**config.mk**
```make
export PLATFORM = sky130hd
export DESIGN_NAME = mem_stage_ctrl
export DESIGN_NICKNAME = d
export VERILOG_FILES = /design/src/rtl/mem_stage_ctrl.sv
export SDC_FILE = /design/constraint.sdc
export NUM_CORES = 1
export LEC_CHECK = 0
export CAP_MARGIN = 20
export CORE_ASPECT_RATIO = 0.5
export CORE_MARGIN = 4
export CORE_UTILIZATION = 43
export DETAILED_ROUTE_END_ITERATION = 10
export PLACE_DENSITY = 0.85
export SLEW_MARGIN = 20
export SYNTH_ARGS = -nofsm -noshare
export SYNTH_HDL_FRONTEND = slang
export SYNTH_SLANG_ARGS = --single-unit
```
**constraint.sdc**
```tcl
create_clock -name clk -period 3.4 [get_ports clk]
set_input_delay 0.68 -clock clk [delete_from_list [all_inputs] [get_ports clk]]
set_output_delay 0.68 -clock clk [all_outputs]
set_load 0.03 [all_outputs]
```
**src/rtl/mem_stage_ctrl.sv**
```systemverilog
// mem_stage_ctrl -- MEM-stage data-memory access sequencer (MIPS32 pipeline).
//
// Sits between the EX/MEM register and a variable-latency data memory using a
// req/ack handshake. A memory instruction stalls the front of the pipeline
// while its access is outstanding, then presents read data with a one-cycle
// done pulse toward MEM/WB. Non-memory instructions see zero added latency.
//
// Optional feature macro: MEM_TIMEOUT_EN
//   defined   : WAIT is bounded by TIMEOUT cycles; expiry aborts with err_o.
//   undefined : WAIT lasts until ack; err_o reports misalignment only.
//
// Ports:
//   clk, rst      clock; synchronous active-high reset
//   ex_valid_i    EX/MEM holds a valid instruction
//   ctrl_i[7:0]   control bus; bit4 mem_read_en, bit5 mem_write_en
//   addr_i        access address (ALU result)
//   wdata_i       store data
//   mem_req_o     memory request, held until ack
//   mem_we_o      1 = write, 0 = read
//   mem_addr_o    latched address
//   mem_wdata_o   latched store data
//   mem_ack_i     memory completion pulse
//   mem_rdata_i   read data, valid with mem_ack_i
//   stall_o       freeze PC, IF/ID, ID/EX, EX/MEM
//   rdata_o       load result toward MEM/WB (held until next completion)
//   done_o        one-cycle pulse: access finished
//   err_o         one-cycle pulse: access aborted
module mem_stage_ctrl #(
  parameter int ADDR_W  = 32,
  parameter int DATA_W  = 32,
  parameter int TIMEOUT = 255
) (
  input  logic              clk,
  input  logic              rst,
  input  logic              ex_valid_i,
  input  logic [7:0]        ctrl_i,
  input  logic [ADDR_W-1:0] addr_i,
  input  logic [DATA_W-1:0] wdata_i,
  output logic              mem_req_o,
  output logic              mem_we_o,
  output logic [ADDR_W-1:0] mem_addr_o,
  output logic [DATA_W-1:0] mem_wdata_o,
  input  logic              mem_ack_i,
  input  logic [DATA_W-1:0] mem_rdata_i,
  output logic              stall_o,
  output logic [DATA_W-1:0] rdata_o,
  output logic              done_o,
  output logic              err_o
);

  typedef enum logic [1:0] {IDLE, WAIT, DONE} state_t;

  state_t            state_q, state_d;
  logic              req_q, req_d;
  logic              we_q, we_d;
  logic              err_q, err_d;
  logic [ADDR_W-1:0] addr_q, addr_d;
  logic [DATA_W-1:0] wdata_q, wdata_d;
  logic [DATA_W-1:0] rdata_q, rdata_d;
  logic              acc;
  logic              timeout_hit;

  assign acc = ex_valid_i & (ctrl_i[4] | ctrl_i[5]);

`ifdef MEM_TIMEOUT_EN
  localparam int CNT_W = ($clog2(TIMEOUT + 1) > 8) ? $clog2(TIMEOUT + 1) : 8;

  logic [CNT_W-1:0] cnt_q, cnt_d;

  // Counter holds zero outside WAIT, so it is already cleared on entry.
  always_comb begin
    cnt_d = '0;
    if (state_q == WAIT) cnt_d = cnt_q + 1'b1;
  end

  // cnt_q counts completed WAIT cycles, so TIMEOUT-1 marks the last allowed one.
  assign timeout_hit = (state_q == WAIT) && (cnt_q == CNT_W'(TIMEOUT - 1));

  always_ff @(posedge clk) begin
    if (rst) cnt_q <= '0;
    else     cnt_q <= cnt_d;
  end

  logic unused;
  assign unused = ^{ctrl_i[7:6], ctrl_i[3:0]};
`else
  localparam logic [31:0] TIMEOUT_U = TIMEOUT;

  assign timeout_hit = 1'b0;

  logic unused;
  assign unused = ^{ctrl_i[7:6], ctrl_i[3:0], TIMEOUT_U[0]};
`endif

  always_comb begin
    state_d = state_q;
    req_d   = req_q;
    we_d    = we_q;
    err_d   = err_q;
    addr_d  = addr_q;
    wdata_d = wdata_q;
    rdata_d = rdata_q;
    case (state_q)
      IDLE: begin
        if (acc) begin
          if (addr_i[1:0] == 2'b00) begin
            state_d = WAIT;
            req_d   = 1'b1;
            we_d    = ctrl_i[5];
            addr_d  = addr_i;
            wdata_d = wdata_i;
            err_d   = 1'b0;
          end else begin
            state_d = DONE;
            err_d   = 1'b1;
            rdata_d = '0;
          end
        end
      end
      WAIT: begin
        // Ack takes priority over a coincident timeout.
        if (mem_ack_i) begin
          state_d = DONE;
          req_d   = 1'b0;
          err_d   = 1'b0;
          rdata_d = we_q ? '0 : mem_rdata_i;
        end else if (timeout_hit) begin
          state_d = DONE;
          req_d   = 1'b0;
          err_d   = 1'b1;
          rdata_d = '0;
        end
      end
      DONE:    state_d = IDLE;
      default: state_d = IDLE;
    endcase
  end

  always_ff @(posedge clk) begin
    if (rst) begin
      state_q <= IDLE;
      req_q   <= 1'b0;
      we_q    <= 1'b0;
      err_q   <= 1'b0;
      addr_q  <= '0;
      wdata_q <= '0;
      rdata_q <= '0;
    end else begin
      state_q <= state_d;
      req_q   <= req_d;
      we_q    <= we_d;
      err_q   <= err_d;
      addr_q  <= addr_d;
      wdata_q <= wdata_d;
      rdata_q <= rdata_d;
    end
  end

  assign mem_req_o   = req_q;
  assign mem_we_o    = we_q;
  assign mem_addr_o  = addr_q;
  assign mem_wdata_o = wdata_q;
  assign rdata_o     = rdata_q;
  assign stall_o     = ((state_q == IDLE) && acc) || (state_q == WAIT);
  assign done_o      = (state_q == DONE);
  assign err_o       = (state_q == DONE) && err_q;

endmodule

```
* Word level (Yosys, flattened, before mapping)
Index checks and enable logic that the tools add are counted.
** Operators by class
- Mux-type cells :: 16
- Bitwise gates (word level) :: 2
- Equality and inequality tests :: 6
- Reductions and logical operators :: 11
** Operators by type and width (count)
- $mux 32 :: 4
- $pmux 32 s2 :: 1
- $ne 2x2->1 const B :: 4
- $reduce_and 4->1 :: 2
- $mux 2 :: 3
- $reduce_and 3->1 :: 2
- $mux 1 :: 5
- $logic_not 2->1 :: 2
- $pmux 1 s2 :: 2
- $pmux 2 s2 :: 1
- $eq 2x1->1 const B :: 1
- $eq 2x2->1 const B :: 1
- $logic_and 1x1->1 :: 2
- $reduce_and 2->1 :: 1
- $reduce_bool 2->1 :: 1
- $and 1x1->1 :: 1
- $logic_or 1x1->1 :: 1
- $or 1x1->1 :: 1
** Word-level totals
- Logic and storage cells :: 42
- Bits in registers :: 101

* Longest topological paths before layout
- Depth in word-level cells :: 4
- Depth in mapped cells :: 6

* Worst setup path after synthesis
OpenSTA, ideal clock, no wires.
- Kind :: input to output
- Start :: in ctrl_i[5]
- End :: out stall_o
- Setup slack :: 1.035 ns
- Data required time :: 2.720 ns
- Path buffers :: 2
- Arrival time :: 1.685 ns
- Stages :: 5
- Cell sequence :: o21a_1 > clkbuf_1 > buf_2 > nor2_1 > nor2_1
** Between the ends
- Word-level cells in the longest chain between the ends :: 4
** RTL lines
- start, declared :: line 36 : input logic [7:0] ctrl_i,
- $or 1x1->1 :: line 63 : assign acc = ex_valid_i & (ctrl_i[4] | ctrl_i[5]);
- $and 1x1->1 :: line 63
- $logic_and 1x1->1 :: line 164 : assign stall_o = ((state_q == IDLE) && acc) || (state_q == WAIT);
- $logic_or 1x1->1 :: line 164
- end, declared :: line 45 : output logic stall_o,
Every way passes these cells.

* Final worst setup path
- Start :: reg state_q[1]
- End :: out err_o
** Between the ends
- Word-level cells in the longest chain between the ends :: 2
** RTL lines
- start, declared :: line 53 : state_t state_q, state_d;
- start signal, assigned :: line 149 : state_q <= state_d;
- $eq 2x2->1 :: line 166 : assign err_o = (state_q == DONE) && err_q;
- $logic_and 1x1->1 :: line 166
- end, declared :: line 48 : output logic err_o
Every way passes these cells.

==> results.md <==
- The endpoint class of the critical path is an output pin.
- The first-pass iteration count of the detailed router is 4.
- Routability-driven placement finished with a final weighted congestion of 0.783.
- The sum of net half-perimeters after detailed placement is 8.48 mm.
- The die is 147 um wide.
- The buffer and inverter count on the worst path is 1.
- The worst-case IR drop observed on VDD is around 0.0003 V.
- The combinational share of power is 0.149.
- On the critical path, the stage with the largest delay is an instance of sky130_fd_sc_hd__clkdlybuf4s50_1.
- The worst hold path begins at mem_wdata_o[28].
- The filler cell count is just under 800.
- In this run the core area contains 25 standard-cell rows.
- The net count of the finished layout is 743.
- The area of the mapped netlist is 4170 um^2.
- Measured in cells, the most critical reg-to-reg path has a length of 4.
- The class of the tightest hold or removal check is flip-flop to flip-flop.
- The pin count of the biggest net entering global routing is 65.
- In the routed layout, each cell is associated on average with a via count of between 5 and 6.
- Dividing total power by cell area gives a power density of 418 nW/um^2.
- The tree is rooted in a sky130_fd_sc_hd__clkbuf_16.
- In this run, distinct cell masters in the synthesized netlist total 25.
- The final route contains 3965 vias.
- In the global route stage, overall resource usage came out at 0.211.
- In the post-synthesis netlist, the cell with the most instances is sky130_fd_sc_hd__dfxtp_1.
- For this run, the leading register cell type out of synthesis is sky130_fd_sc_hd__dfxtp_1.
- By count the netlist is led by sky130_fd_sc_hd__dfxtp_1, sky130_fd_sc_hd__a21oi_1, sky130_fd_sc_hd__nand3_1.
- The arrival time at the worst endpoint is between 2 and 2.5 ns.
- After clock tree synthesis, the setup repair step added 0 buffers.
- Port buffering added 202 buffers.
- Across the routed clock network, the largest skew measured is just under 0.005 ns.
- For this run, the slowest stage of the critical path takes around 0.70 ns.
- Counting flops with an async set or reset pin after synthesis yields a share of 0.
- Traced cell by cell, the critical path runs through nor2b_1 > and2_1 > clkdlybuf4s50_1.
- The share of power burned in the clock network is 0.395.
- The number of endpoints with negative hold slack in the final report was 0.
- The number of global-route vias before repair came to 3781.
- Headroom to the max-slew limit came out at 0.504.
- The count of endpoints failing setup in the final report is 0.
- Counting every sink on the clock net gives 101.
- The share of the clock period used by the worst path is 0.793.
- Internal power comes to around 2100 uW.
- The minimum period implied by the final worst setup slack is 2.70 ns.
- The final antenna-violating net count is 0.
- Setup total negative slack on the finished layout was measured at 0 ns.
- Counting every net in the synthesized netlist gives between 500 and 600.
- In the synthesized netlist, the number of instances is about 460.
- Along the worst path, the maximum fanout reaches 10.
- Dividing the synthesized area by the synthesized cell count gives 9.11 um^2.
- Timing analysis after detailed placement gives a worst setup slack of 0.780 ns.
- The fmax is around 370 MHz.
- The worst-case setup margin in the final layout is ~0.70 ns.
- The clock tree synthesis step divided the H-tree into 3 levels.
- The number of max-cap violations is 0.
- The total overflow left after global routing is 0.
- The kind of cell with the highest combined delay on the critical path is buffers and inverters.
- The fraction of synthesized cell area taken by the top area cell type is 0.485.
- The relative contribution of sequential cells to total power is 0.456.
- The critical path required time is ~2.7 ns.
- The number of synthesized flops with an enable pin is 0.
- The startpoint identified for the worst register-to-register timing path is state_q[1].
- Of the synthesized area, sequential elements account for 0.485.
- The total I/O pin count is ~210.
- The wire length of the first global-routing pass is 19.7 mm.
- Setup repair after global routing left no endpoint under its margin.
- The setup check on the worst reg-to-reg path leaves a slack of 1.37 ns.
- The fraction of final layout cells with drive strength greater than 1 is 0.0628.
- In this run, post-CTS repair resized a total of 0 instances.
- The die covers 11400 um^2.
- The initial utilization of the core area, before any placement, comes to 0.442.
- In this run the power spent charging and discharging nets is about 630 uW.
- The number of antenna diodes in the final layout is 0.
- The number of design-rule violations left by the first detailed-router iteration is around 230.
- Yosys printed 0 warnings.
- The post-route total power is 2680 uW.
- The count of final max-slew check failures was 0.
- The floorplan step defined a core boundary enclosing 9450 um^2.
- The cell depth of the worst hold path is 2.
- The initial antenna violation count came to 0.
- Wires add up to between 10 and 15 mm.
- Yosys attributes the largest share of cell area to sky130_fd_sc_hd__dfxtp_1, sky130_fd_sc_hd__a21oi_1, sky130_fd_sc_hd__mux2i_1, sky130_fd_sc_hd__nand3_1, sky130_fd_sc_hd__o21ai_1.
- The hold buffer count at cts is 0.
- Summed over all instances, the cell type with the most area after synthesis is sky130_fd_sc_hd__dfxtp_1.
- The maximum root-to-sink buffer count is 2.
- The worst hold path terminates at mem_wdata_o[28].
- The analysis attributes to cell leakage a power of between 0.002 and 0.0025 uW.
- The number of buffers added by the clock tree synthesis step is 9.
- In the final routed layout, each cell accounts on average for ~16 um.
- The path type of the worst setup path is flip-flop to output pin.
- The flow ran to the end, and the final reports show no timing, DRC or antenna violations.
- The CTS tree is done.
- From bottom edge to top edge, the die measures approximately 78 um.
- After detailed routing, the number of remaining DRC violations is 0.
- The clock network latency to the later pin of the worst-skew pair is between 0.3 and 0.4 ns.
- The switching power as a share of total power is 0.233.
- From synthesis to final layout, the design area changed by 54.0%.
- The endpoint identified for the worst register-to-register timing path is mem_addr_o[14].
- The post-synthesis register bit count is 101.
- The transition time of the tightest slew-check pin is ~0.74 ns.
- STA classifies the critical path startpoint as a flip-flop.
- The clock transition at the register clock pins on the worst setup and hold paths after CTS is 0.06 ns.
placed cells by master (no fill, tap or decap), drive strengths merged, types with 11 or more instances in the layout:
cell	count
nand2	34
nand2b	32
mux2i	32
dfxtp	101
a21oi	66
nand3	63
clkbuf	11
clkdlybuf4s50	200
buf	12
o21ai	65
worst reg2reg max path, stage by stage (launching register included):
cell	delay, ns
sky130_fd_sc_hd__dfxtp_1	0.44
sky130_fd_sc_hd__or4_2	0.70
sky130_fd_sc_hd__buf_4	0.35
sky130_fd_sc_hd__o21ai_1	0.30
sky130_fd_sc_hd__a21oi_1	0.11
registers in the layout, indices dropped and copies added (netlist names):
| name | count |
|---|---|
| state_q | 2 |
| rdata_o | 32 |
| mem_req_o | 1 |
| err_q | 1 |
| mem_addr_o | 32 |
| mem_we_o | 1 |
| mem_wdata_o | 32 |
power groups by stage:
stage	clock network, uW	logic, uW	registers, uW
2_1_floorplan	0	175	1290
3_3_place_gp	0	396	1250
3_5_place_dp	0	398	1250
4_1_cts	1090	400	1230
5_1_grt	1150	422	1230
6_report	1060	399	1230
logic make-up after synthesis:
| family | synth area share |
|---|---|
| AO/OA/AOI/OAI | 0.176 |
| buffers and inverters | 0.0786 |
| flip-flops | 0.485 |
| multiplexers | 0.0768 |
| AND/OR/NAND/NOR | 0.184 |
per-layer routing:
metal,GRT usage,vias up,part of all wire,wire [um]
met5,0,-,0,0
met4,0.0632,0,0.025,315
met3,0.0537,22,0.049,605
met2,0.361,124,0.49,6130
met1,0.264,1882,0.43,5390
li1,-,1937,-,-
area by class of cell:
cell class / instances / area [um^2] / share of cell area
multi-input combinational: 311 / 1840 / 0.287
timing repair buffer: 212 / 2090 / 0.325
clock inverter: 2 / 60.1 / 0.00935
clock buffer: 11 / 243 / 0.0378
sequential: 101 / 2020 / 0.315
tap: 135 / 169 / 0.0263
worst max path at each step:
| stage | cells past startpoint | endpoint | slack, ns | from |
|---|---|---|---|---|
| after floorplan | 5 | stall_o | 1.04 | ctrl_i[5] |
| after global placement | 5 | mem_addr_o[3] | 0.79 | addr_i[0] |
| after detailed placement | 5 | mem_addr_o[4] | 0.78 | addr_i[0] |
| after CTS | 3 | err_o | 0.68 | state_q[1] |
| after global routing | 3 | err_o | 0.60 | state_q[1] |
| final | 3 | err_o | 0.70 | state_q[1] |
per-stage QoR:
step	utilization	cell area, um^2	instances	hold slack (ns)
2_1_floorplan	-	4170	458	0.482
3_5_place_dp	0.648	6120	759	0.459
3_3_place_gp	0.648	6120	759	0.447
4_1_cts	0.680	6420	772	0.467
5_1_grt	0.680	6420	772	0.483
6_report	0.680	6420	772	0.461
No activity file was read; power rests on OpenSTA's default activity.
==> patch 1: new RTL, config.mk and constraints unchanged <==
The parameter `ADDR_W` goes from 32 to 16.
--- a/src/rtl/mem_stage_ctrl.sv
+++ b/src/rtl/mem_stage_ctrl.sv
@@ -26,7 +26,7 @@
 //   done_o        one-cycle pulse: access finished
 //   err_o         one-cycle pulse: access aborted
 module mem_stage_ctrl #(
-  parameter int ADDR_W  = 32,
+  parameter int ADDR_W  = 16,
   parameter int DATA_W  = 32,
   parameter int TIMEOUT = 255
 ) (
Interface: changed (resized addr_i and mem_addr_o); port bits go from 209 to 177. No check against the original RTL was run, so the function may have changed too.
==> patch 1 against the original RTL <==
  * Synthesized area down 11%
  * Final cell count fell by 16%
  * Maximum frequency is 7.5% lower
  * Clock skew shrank 0.96 ps
  * Setup slack got worse by 220 ps
  * Sequential power fell by 16%
  * Worst hold slack improved by 9.9 ps
  * Power is 14% lower
  * Sequential cell count decreased by 16
  * Count of clock-buffer cells in the layout rose by 3
  * Die area is 10% lower
  * Critical path depth increased by 2
  * Design area decreased by 10%
  * Routed wire length fell by 26%
  * Highest routed layer unchanged
==> patch 1: results (changes against the original RTL) <==
The number of standard cells in the layout, taps in and fillers out came out at 645 (-16%). The data arrival at the endpoint of the critical path was 2230 ps (+210 ps). After synthesis, the most frequently instantiated cells are 127 x sky130_fd_sc_hd__nand2b_1, 85 x sky130_fd_sc_hd__dfxtp_1, 79 x sky130_fd_sc_hd__mux2i_1.

The transition at the pin with the smallest max-transition slack came to 813 ps (+69.2 ps). The routed length per placed instance was 14.3 microns (-11%). The final critical path time including I/O delays and setup came to 2910 ps (+219 ps). By area the synthesized netlist is led by sky130_fd_sc_hd__dfxtp_1 46%, sky130_fd_sc_hd__nand2b_1 21%, sky130_fd_sc_hd__mux2i_1 21%.

The count of placed standard cells including taps was 630 (-17%). The maximum number of pins on one net before global-route repair came out at 77 (+18%). The switching share of power came out at 0.217 (-0.0159). The maximum resistive drop on vdd came out at 0.289 mV (-2.0%).

The synthesized instance count was 370 (-19%). The count of nets after finishing came out at 621 (-16%). The post-detailed-placement cell area is 5460 sq um (-11%). The count of different cell masters after synthesis came out at 23 (-8.0%). The placed wire-length estimate after detailed placement came out at 6470 microns (-24%). The share of final-layout standard cells stronger than drive strength 1 is 0.0413 (-0.0215). The tightest min-delay check is of the flip-flop to flip-flop type. The highest net fanout along the worst path was 5 (-5). The post-CTS clock slew at the launch and capture registers of the worst setup and hold paths was 60 ps (about the same). The all-layer global routing usage came out at 0.177 (-0.0341).

The net count of the mapped netlist is 462 (-18%). The critical path's largest stage delay was 680 ps (-20 ps). The routability congestion estimate from global placement came out at 0.789 (+0.73%). The initial detailed-routing violation count is 139 (-39%).

The leakage power total is 2.12 nW (-0.45%). The quantity of I/O buffers inserted on ports is 170 (-16%). The run finished with clean final reports. The post-synthesis sequential area ratio came out at 0.459 (-0.0252).

The count of vias placed by the detailed router is 2960 (-25%). The worst clock skew on the final layout is 3.84 ps (-0.960 ps). The first-pass GRT wire length is 14600 microns (-26%). The register-to-register path setup slack is 1690 ps (+320 ps).

The die extent in x came out at 139 microns (-5.5%).
==> patch 1: final timing paths <==
kind / startpoint / endpoint / depth (start not counted)
setup / recovery: ctrl_i[5] / stall_o / 5
hold / removal: rdata_o[3] / rdata_o[3] / 2
setup reg to reg: state_q[1] / rdata_o[6] / 4
hold reg to reg: rdata_o[3] / rdata_o[3] / 2
==> patch 1: power groups by stage <==
stage	Clock [mW]	Sequential (mW)	Combinational, mW
after floorplan	0	1.09	0.129
after global placement	0	1.05	0.318
after detailed placement	0	1.05	0.321
after CTS	0.996	1.03	0.322
after global routing	1.03	1.03	0.338
final	0.964	1.03	0.319
==> patch 1: kinds of logic (layout without fill, tap and decap cells) <==
logic type | count (synthesis) | count (layout) | synth area share
flops | 85 | 85 | 0.459
mux | 79 | 79 | 0.214
compound gates | 5 | 5 | 0.0118
simple gates | 175 | 175 | 0.275
buf+inv | 26 | 189 | 0.0399
==> patch 1: area by class of cell <==
cell class	count	area, sq um
fillers	643	2450
clock buffers	14	264
flip-flops and latches	85	1700
well taps	112	140
repair buffers	174	1750
clock inverters	1	30.0
multi-input cells	259	1860
==> patch 1: through the flow <==
stage                     power, mW  setup slack, ps  utilization
after floorplan                1.22             1380            -
after global placement         1.37              497        0.665
after detailed placement       1.37              485        0.665
after CTS                      2.35              485        0.701
after global routing           2.40              393        0.701
final                          2.31              486        0.701
==> patch 1: routing by layer <==
layer / share of wire / global-route usage / vias to the layer above
met5: 0 / 0 / -
met4: 0.010 / 0.0564 / 0
met3: 0.040 / 0.0449 / 9
met2: 0.52 / 0.334 / 62
met1: 0.43 / 0.199 / 1376
li1: - / - / 1513
==> patch 1: critical path, delay by kind of cell <==
kind | cells | cell delay (ps)
buffers and inverters | 2 | 1160
AO/OA/AOI/OAI | 1 | 250
AND/OR/NAND/NOR | 2 | 160
==> patch 2: new RTL, same flow settings <==
Without the edit above. Put a register stage on the output `err_o`, cleared by the reset. The value now appears one clock later. The other outputs are not delayed to match. Comments in the files are not updated.
--- a/src/rtl/mem_stage_ctrl.sv
+++ b/src/rtl/mem_stage_ctrl.sv
@@ -163,7 +163,13 @@
   assign rdata_o     = rdata_q;
   assign stall_o     = ((state_q == IDLE) && acc) || (state_q == WAIT);
   assign done_o      = (state_q == DONE);
-  assign err_o       = (state_q == DONE) && err_q;
+  always_ff @(posedge clk) begin
+    if (rst) begin
+      err_o <= '0;
+    end else begin
+      err_o <= (state_q == DONE) && err_q;
+    end
+  end
 
 endmodule
 
Check against the original RTL: not equivalent (a bounded check fails within 4 cycles, from zero or initial values and one cycle with rst high).
==> patch 2 against the original RTL <==
  * Power increased by 4.3%
  * Via count up 0.55%
  * Setup slack better by 140 ps
  * Critical path depth shrank 1
  * Routed wire length grew 1.5%
  * Synthesized area rose by 0.54%
  * Worst hold slack better by 2.0 ps
  * Design area is 0.99% higher
  * Global-route usage grew 0.66 points
  * Non-clock buffer count decreased by 1
  * First-iteration DRC count increased by 8.3%
  * Sequential cell count rose by 1
  * Register-to-register slack improved by 90 ps
  * Critical path type unchanged
  * Critical endpoint is now done_o
  * Highest routed layer unchanged
==> patch 2: results (changes against the original RTL) <==
The transition at the pin with the smallest max-transition slack is 653 ps (-90.6 ps). In this run the critical register-to-register path is captured at mem_addr_o[1]. The via count of the first global-routing pass came to 3849 (+1.8%).

The net count of the mapped netlist is 567 (+0.18%). The post-synthesis sequential area ratio was 0.487 (+0.00217). The number of standard cells in the layout, taps in and fillers out came out at 775 (+0.39%). The post-CTS clock slew at the launch and capture registers of the worst setup and hold paths is 70 ps. The run finished with clean final reports. The worst clock skew on the final layout came out at 5.21 ps (+0.411 ps).

The share of the clock period used by the worst path came out at 0.751 (-0.0414). The register-to-register path setup slack is 1460 ps (+90 ps). The first-pass GRT wire length came out at 20300 microns (+2.8%). The total met2 wirelength after detailed routing is 6440 microns (+5.0%). The placed wire-length estimate after detailed placement is 8480 microns (about the same). The count of vias placed by the detailed router came out at 3987 (+0.55%). The critical path's largest stage delay came out at 720 ps (+20 ps). The count of nets after finishing is 743 (unchanged). The initial detailed-routing violation count came out at 248 (+8.3%). The die extent in x came out at 148 microns (+0.25%).

The pre-CTS setup slack is 696 ps (-84.0 ps). The number of filler cells placed in the layout came out at 755 (-2.3%). The routability congestion estimate from global placement came out at 0.798 (+2.0%). Ranked by total cell area, the synthesized netlist is headed by sky130_fd_sc_hd__dfxtp_1 49%, sky130_fd_sc_hd__a21oi_1 7.9%, sky130_fd_sc_hd__mux2i_1 7.6%. The share of final-layout standard cells stronger than drive strength 1 is 0.0656 (+0.00283). By count the netlist is led by 102 x sky130_fd_sc_hd__dfxtp_1, 66 x sky130_fd_sc_hd__a21oi_1, 63 x sky130_fd_sc_hd__nand3_1.

The all-layer global routing usage is 0.217 (+0.00657). The post-synthesis average cell area is 9.14 sq um (+0.32%). The number of detailed-route iterations in the first pass is 5 (+1).

The share of synthesized flip-flops with an asynchronous set or reset came to 0 (unchanged). The post-route met1 wirelength was 5210 microns (-3.2%). The maximum resistive drop on vdd is 0.297 mV (+0.50%). In this run the worst setup path terminates at done_o. The logic depth of the worst register-to-register path is 4 (unchanged). The total length of routed met3 wires is 645 microns (+6.6%). The data arrival at the endpoint of the critical path was 1870 ps (-150 ps). The leakage power total came out at 2.15 nW (+1.1%).
==> patch 2: cells by family (layout without fill, tap and decap cells) <==
| logic type | Yosys count | count (layout) | share of synthesized area |
|---|---|---|---|
| AND/OR/NAND/NOR | 145 | 145 | 0.183 |
| AO/OA/AOI/OAI | 134 | 134 | 0.175 |
| flip-flops | 102 | 102 | 0.487 |
| buffers and inverters | 46 | 227 | 0.0782 |
| multiplexers | 32 | 32 | 0.0764 |
==> patch 2: worst min path at each step <==
stage	start	end	cells after the start
final	mem_wdata_o[30]	mem_wdata_o[30]	2
after global routing	mem_wdata_o[27]	mem_wdata_o[27]	2
after CTS	mem_wdata_o[27]	mem_wdata_o[27]	2
after detailed placement	mem_wdata_o[27]	mem_wdata_o[27]	2
after global placement	mem_req_o	mem_req_o	2
after floorplan	err_q	err_q	2
==> patch 2: cell type report <==
type	instances	area, sq um	area share
clock inverters	6	110	0.0170
well taps	135	169	0.0260
clock buffers	10	229	0.0353
flip-flops and latches	102	2040	0.315
multi-input cells	311	1840	0.284
repair buffers	211	2090	0.323
==> patch 2: per-stage QoR <==
step	instance area, sq um	hold WS (ps)
2_1_floorplan	4190	483
3_3_place_gp	6150	447
3_5_place_dp	6150	455
4_1_cts	6490	464
5_1_grt	6490	472
6_report	6490	463
==> patch 2: where the power goes <==
| group | internal (mW) | switching [mW] |
|---|---|---|
| clock network | 0.718 | 0.444 |
| logic | 0.197 | 0.204 |
| registers | 1.22 | 0.0164 |
==> patch 2: routing by layer <==
metal | vias up | GRT usage
met5 | - | 0
met4 | 0 | 0.0688
met3 | 26 | 0.0572
met2 | 135 | 0.383
met1 | 1873 | 0.260
li1 | 1953 | -
==> patch 2: worst max-delay path: cells and delay by family (launching register included) <==
kind          cells  cell delay (ps)
simple gates      1              210
flops             1              600
buf+inv           1              720
